==> src/rtl/bit_serial_subtractor.sv <==
// -----------------------------------------------------------------------------
// bit_serial_subtractor
//
// Purpose:
//   Sequential WIDTH-bit subtractor computing D = A - B - Bin (mod 2^WIDTH).
//   It processes one bit per clock, LSB first, through a single full-subtractor
//   cell whose borrow is held in a register. Valid/ready handshakes are used on
//   both the operand side and the result side.
//
// Optional feature (macro SUB_OVERFLOW_EN):
//   When defined, the borrow into the MSB cell is kept, and V is registered
//   as borrow_into_msb ^ Bout (two's-complement overflow of A - B - Bin).
//   When undefined, V is tied to 0 and the extra register does not exist.
//
// Ports:
//   clk        in   rising-edge clock
//   rst_n      in   synchronous, active-low reset
//   in_valid   in   operands A/B/Bin valid
//   in_ready   out  block can accept operands (state IDLE)
//   A          in   [WIDTH-1:0] minuend
//   B          in   [WIDTH-1:0] subtrahend
//   Bin        in   borrow in
//   out_valid  out  result valid (state DONE)
//   out_ready  in   consumer accepts result
//   D          out  [WIDTH-1:0] difference
//   Bout       out  borrow out (A < B + Bin, unsigned)
//   V          out  signed overflow (0 unless SUB_OVERFLOW_EN)
// -----------------------------------------------------------------------------
module bit_serial_subtractor #(
   parameter int WIDTH = 4
) (
   input  logic             clk,
   input  logic             rst_n,
   input  logic             in_valid,
   output logic             in_ready,
   input  logic [WIDTH-1:0] A,
   input  logic [WIDTH-1:0] B,
   input  logic             Bin,
   output logic             out_valid,
   input  logic             out_ready,
   output logic [WIDTH-1:0] D,
   output logic             Bout,
   output logic             V
);

   localparam int CW = (WIDTH > 2) ? $clog2(WIDTH) : 1;
   localparam logic [CW-1:0] CNT_LAST = CW'(WIDTH - 1);
   localparam logic [CW-1:0] CNT_ONE  = CW'(1);

   typedef enum logic [1:0] {
      IDLE = 2'd0,
      RUN  = 2'd1,
      DONE = 2'd2
   } state_t;

   state_t           state_q, state_d;
   logic [WIDTH-1:0] a_q, a_d;       // minuend, shifted right so bit 0 is current
   logic [WIDTH-1:0] b_q, b_d;       // subtrahend, shifted the same way
   logic [WIDTH-1:0] res_q, res_d;   // partial result, filled from the MSB side
   logic             br_q, br_d;     // running borrow
   logic [CW-1:0]    cnt_q, cnt_d;   // index of the bit being processed
   logic [WIDTH-1:0] dout_q, dout_d; // presented result, held until next result
   logic             bout_q, bout_d;

   // Full-subtractor cell
   logic diff_bit;
   logic borrow_nxt;

   assign diff_bit   = a_q[0] ^ b_q[0] ^ br_q;
   assign borrow_nxt = (~a_q[0] & b_q[0]) | (~a_q[0] & br_q) | (b_q[0] & br_q);

`ifdef SUB_OVERFLOW_EN
   logic v_q, v_d;
`endif

   always_comb begin
      state_d   = state_q;
      a_d       = a_q;
      b_d       = b_q;
      res_d     = res_q;
      br_d      = br_q;
      cnt_d     = cnt_q;
      dout_d    = dout_q;
      bout_d    = bout_q;
`ifdef SUB_OVERFLOW_EN
      v_d       = v_q;
`endif
      in_ready  = 1'b0;
      out_valid = 1'b0;

      case (state_q)
         IDLE: begin
            in_ready = 1'b1;
            if (in_valid) begin
               a_d     = A;
               b_d     = B;
               br_d    = Bin;
               res_d   = '0;
               cnt_d   = '0;
               state_d = RUN;
            end
         end

         RUN: begin
            a_d   = a_q >> 1;
            b_d   = b_q >> 1;
            br_d  = borrow_nxt;
            res_d = {diff_bit, res_q[WIDTH-1:1]};
            if (cnt_q == CNT_LAST) begin
               // Final bit: publish the completed word. The counter is left
               // at its last value so it never wraps.
               dout_d  = {diff_bit, res_q[WIDTH-1:1]};
               bout_d  = borrow_nxt;
`ifdef SUB_OVERFLOW_EN
               // br_q here is the borrow into the MSB cell.
               v_d     = br_q ^ borrow_nxt;
`endif
               state_d = DONE;
            end else begin
               cnt_d = cnt_q + CNT_ONE;
            end
         end

         DONE: begin
            out_valid = 1'b1;
            // in_valid is deliberately ignored here, even alongside out_ready.
            if (out_ready) begin
               state_d = IDLE;
            end
         end

         default: begin
            state_d = IDLE;
         end
      endcase
   end

   always_ff @(posedge clk) begin
      if (!rst_n) begin
         state_q <= IDLE;
         a_q     <= '0;
         b_q     <= '0;
         res_q   <= '0;
         br_q    <= 1'b0;
         cnt_q   <= '0;
         dout_q  <= '0;
         bout_q  <= 1'b0;
`ifdef SUB_OVERFLOW_EN
         v_q     <= 1'b0;
`endif
      end else begin
         state_q <= state_d;
         a_q     <= a_d;
         b_q     <= b_d;
         res_q   <= res_d;
         br_q    <= br_d;
         cnt_q   <= cnt_d;
         dout_q  <= dout_d;
         bout_q  <= bout_d;
`ifdef SUB_OVERFLOW_EN
         v_q     <= v_d;
`endif
      end
   end

   assign D    = dout_q;
   assign Bout = bout_q;
`ifdef SUB_OVERFLOW_EN
   assign V    = v_q;
`else
   assign V    = 1'b0;
`endif

endmodule

==> config.mk <==
export PLATFORM = sky130hd
export DESIGN_NAME = bit_serial_subtractor
export DESIGN_NICKNAME = d
export VERILOG_FILES = /design/src/rtl/bit_serial_subtractor.sv
export SDC_FILE = /design/constraint.sdc
export NUM_CORES = 1
export LEC_CHECK = 0
export CAP_MARGIN = 10
export CORE_ASPECT_RATIO = 0.6
export CORE_MARGIN = 3
export CORE_UTILIZATION = 44
export DETAILED_ROUTE_END_ITERATION = 12
export GPL_ROUTABILITY_DRIVEN = 0
export PLACE_DENSITY = 0.75
export SETUP_SLACK_MARGIN = 0.3
export SLEW_MARGIN = 20
export SYNTH_ARGS = -nofsm -noshare
export SYNTH_HDL_FRONTEND = slang
export SYNTH_SLANG_ARGS = --single-unit
==> constraint.sdc <==
create_clock -name clk -period 1.3 [get_ports clk]
set_input_delay 0.325 -clock clk [delete_from_list [all_inputs] [get_ports clk]]
set_output_delay 0.325 -clock clk [all_outputs]
set_load 0.02 [all_outputs]
==> impl_metrics.yaml <==
power_and_ir_drop:
  share_clk_of_total_power_pct: 29.2
  p_sw_uw: 413
  power-per-cell-area_mw_per_mm2: 934
  power.internal_uw: 1090
  vdd_ir_drop_max_v: 0.000655
  power.sequential.fraction_pct: 47.1
  static-leakage-power_uw: 0.000643
  comb_power_share_pct: 23.7
  switching_fraction_of_total_power_pct: 27.4
cts:
  cts.htree.levels: 1
  cts_tree: "done"
  clk_path_buf_depth: 2
  post_cts_hold_buffer_count: 0
  cts.sinks: 21
  ctsRootBufferMaster: "sky130_fd_sc_hd__clkbuf_8"
  clk_latency_ns: 0.27
  clkTransAtPathRegs_ns: 0.08
  cts_inserted_buffers: 3
die:
  die_w_um: 66.6
  pin_count: 21
  fp.dieH_um: 42.4
  die-area_mm2: 0.00282
  rows: 12
  coreArea_mm2: 0.00197
  starting_density_of_the_core_pct: 49.3
logic_synthesis:
  syn-mean-instance-area_um2: 10.1
  synthArstFlopShare_pct: 0
  synthDominantCellAreaShare_pct: 43.4
  synth.area.top_cells: "sky130_fd_sc_hd__dfxtp_1, sky130_fd_sc_hd__mux2i_1, sky130_fd_sc_hd__a211oi_2, sky130_fd_sc_hd__nor2_1, sky130_fd_sc_hd__a22oi_1"
  ys_types: 24
  synth_adder_area_share_pct: 3.35
  syn_inst: 96
  synth_top_cells_by_count: "sky130_fd_sc_hd__dfxtp_1, sky130_fd_sc_hd__nor2_1, sky130_fd_sc_hd__mux2i_1"
  flops_latches_synth: 21
  synthMostInstantiatedCell: "sky130_fd_sc_hd__dfxtp_1"
  synth_xor_xnor_area_share_pct: 0
  synth_area_in_compound_gates_pct: 19.6
  synth-main-ff-cell: "sky130_fd_sc_hd__dfxtp_1"
  synth_edf_count: 0
  post_synth_and_or_nand_nor_area_fraction_pct: 13.2
  synth-warning-count: 0
  dominant_combinational_cell_family_by_area_after_synthesis: "compound AO/OA/AOI/OAI gates"
  synth.mux.area_fraction_pct: 12.4
  synth.yosys.seq_area_share_pct: 43.4
  yosys.area.top_type: "sky130_fd_sc_hd__dfxtp_1"
  synth.cell_area_um2: 970
  syn-num-nets: 111
drt:
  wire_per_inst_um: 16.6
  detailed_route_wire_length_mm: 2.79
  drtAntennaViolNets: 0
  drt_first_pass_iters: 4
  vias_per_cell: 5.15
  dr_total_vias: 865
  detail_route.iter0.violations: 46
  detail_route.drc_violations: 0
sta:
  clock_skew_ns: 0.00460
  period_needed_ns: 1.25
  finalWorstSetupSlack_ns: 0.0494
  rsz0062_at_grt: "true"
  timing.final.crit_share_pct: 96.2
  report.final.slew_viol_count: 0
  hold_viol_final: 0
  fmax_mhz: 800
  setup_viol_count_final: 0
finish:
  drive_gt1_share_pct: 57.9
  sequential_cell_area_um2: 442
  layout.nets: 156
  multiInputGateArea_um2: 606
  syn2layout_area_growth_pct: 66.1
  antennaDiodeCount: 0
  post-route-cell-area_mm2: 0.00161
  count_of_filler_cells_inserted_in_the_layout: 111
setup_path:
  critPathLaunchType: "flop"
  cp_data_arrival_time_ns: 1.42
  timing.reg2reg.setup_slack_ns: 0.05
  critical_path_required_ns: 1.47
  timing.reg2reg.worst_path_depth: 5
  timing.critical_path.to_type: "flop"
  critPathCapture: "res_q[3]"
  worstPathMaxFanout: 2
  critical_path.startpoint: "a_q[0]"
  regToRegStartpoint: "a_q[0]"
  rr_endpoint: "res_q[3]"
  criticalPathCategory: "reg -> reg"
grt:
  grt_max_degree: 13
  antenna_found_initial: 0
  global_route.usage.total_pct: 20.0
  globalRoute.totalOverflow: 0
  wire_length_of_the_first_global_routing_pass_mm: 4.19
  number_of_global_route_vias_before_repair: 872
hold_path:
  hold_path.class: "reg -> reg"
place:
  placement.io_buffers: 19
  dp_hpwl_mm: 1.55
  place_worst_setup_slack_ns: -0.217
  dpl-instance-area_mm2: 0.00128
status:
  status: "finished, final reports clean"
flow_run:
  cap_viol_max_count: 0
[cell families after synthesis]
| family | after synthesis |
|---|---|
| muxes | 12 |
| DFF | 21 |
| buffers and inverters | 12 |
| AOI/OAI and AO/OA | 19 |
| other | 1 |
| adders and majority gates | 2 |
| and+or+nand+nor | 29 |
[power groups by stage]
| stage | Clock [uW] | Combinational [uW] | Sequential (uW) |
|---|---|---|---|
| after CTS | 446 | 296 | 705 |
| after floorplan | 0 | 165 | 712 |
| after global routing | 477 | 378 | 712 |
| final | 438 | 357 | 708 |
| after global placement | 0 | 230 | 720 |
| after detailed placement | 0 | 239 | 721 |
[state kept, by name, summed over array words and instances (netlist names)]
name     cells
cnt_q        2
Bout         1
a_q          4
br_q         1
state_q      2
res_q        3
b_q          4
D            4
[how the worst min path moves through the flow]
stage                      start      to  slack, ns  cells past startpoint
after floorplan           a_q[3]  a_q[3]       0.45                      2
after global placement      D[1]    D[1]       0.47                      2
after detailed placement  b_q[3]  b_q[3]       0.49                      2
after CTS                 b_q[3]  b_q[3]       0.51                      2
after global routing        br_q    br_q       0.56                      2
final                       D[2]    D[2]       0.52                      2
[what timing repair did]
action	4_1_cts	5_1_grt
setup endpoints to repair	28	28
buffers inserted	11	3
resized for setup	72	14
gates cloned	1	0
pin swaps	11	8
[area by class of cell]
type	instances	area share, %
Multi-Input combinational cell	64	37.6
Timing Repair Buffer	46	28.7
Clock inverter	1	0.311
Sequential cell	21	27.4
Inverter	5	1.17
Tap cell	28	2.18
Clock buffer	3	2.56
[placed cells by master (no fill, tap or decap)]
cell and n:
sky130_fd_sc_hd__conb_1 1, sky130_fd_sc_hd__fa_2 1, sky130_fd_sc_hd__clkdlybuf4s50_1 11, sky130_fd_sc_hd__nor4b_2 1
sky130_fd_sc_hd__nor3_2 1, sky130_fd_sc_hd__a21oi_2 2, sky130_fd_sc_hd__inv_2 1, sky130_fd_sc_hd__dfxtp_1 10
sky130_fd_sc_hd__and3b_1 1, sky130_fd_sc_hd__clkinv_2 1, sky130_fd_sc_hd__dfxtp_4 3, sky130_fd_sc_hd__a22oi_2 3
sky130_fd_sc_hd__nor2_4 3, sky130_fd_sc_hd__nand2_2 1, sky130_fd_sc_hd__nor2b_4 2, sky130_fd_sc_hd__ha_4 1
sky130_fd_sc_hd__buf_12 2, sky130_fd_sc_hd__buf_4 17, sky130_fd_sc_hd__a32oi_1 2, sky130_fd_sc_hd__inv_1 4
sky130_fd_sc_hd__nand3_1 2, sky130_fd_sc_hd__buf_8 2, sky130_fd_sc_hd__mux2i_1 7, sky130_fd_sc_hd__a31oi_1 2
sky130_fd_sc_hd__nor2_1 17, sky130_fd_sc_hd__mux2i_2 5, sky130_fd_sc_hd__nand2_1 1, sky130_fd_sc_hd__dlygate4sd2_1 1
sky130_fd_sc_hd__a211oi_2 8, sky130_fd_sc_hd__clkbuf_8 3, sky130_fd_sc_hd__dfxtp_2 8, sky130_fd_sc_hd__o21ba_4 2
sky130_fd_sc_hd__buf_6 13, sky130_fd_sc_hd__o21bai_4 1
[layer usage]
metal | track usage, % | vias up | wire length [um]
met5 | 0 | - | 0
met3 | 5.90 | 3 | 143
met4 | 3.64 | 0 | 19
met2 | 34.1 | 26 | 1320
li1 | - | 423 | -
met1 | 25.2 | 413 | 1310
[through the flow]
step           hold slack, ns  total power (uW)  util [%]  TNS [ns]  instances
3_5_place_dp            0.488               959      65.1     -3.22        149
3_3_place_gp            0.473               950      65.1     -2.33        149
5_1_grt                 0.559              1570      81.9  -0.00275        168
2_1_floorplan           0.454               877         -         0         96
6_report                0.520              1500      81.9         0        168
4_1_cts                 0.510              1450      77.6         0        165
[worst max-delay path, cell delays in order (launching register included)]
cell	delay, ns
sky130_fd_sc_hd__dfxtp_2	0.34
sky130_fd_sc_hd__inv_2	0.04
sky130_fd_sc_hd__fa_2	0.56
sky130_fd_sc_hd__inv_1	0.05
sky130_fd_sc_hd__a22oi_2	0.11
sky130_fd_sc_hd__nor2_1	0.05
Power figures use the tool's default switching activity.
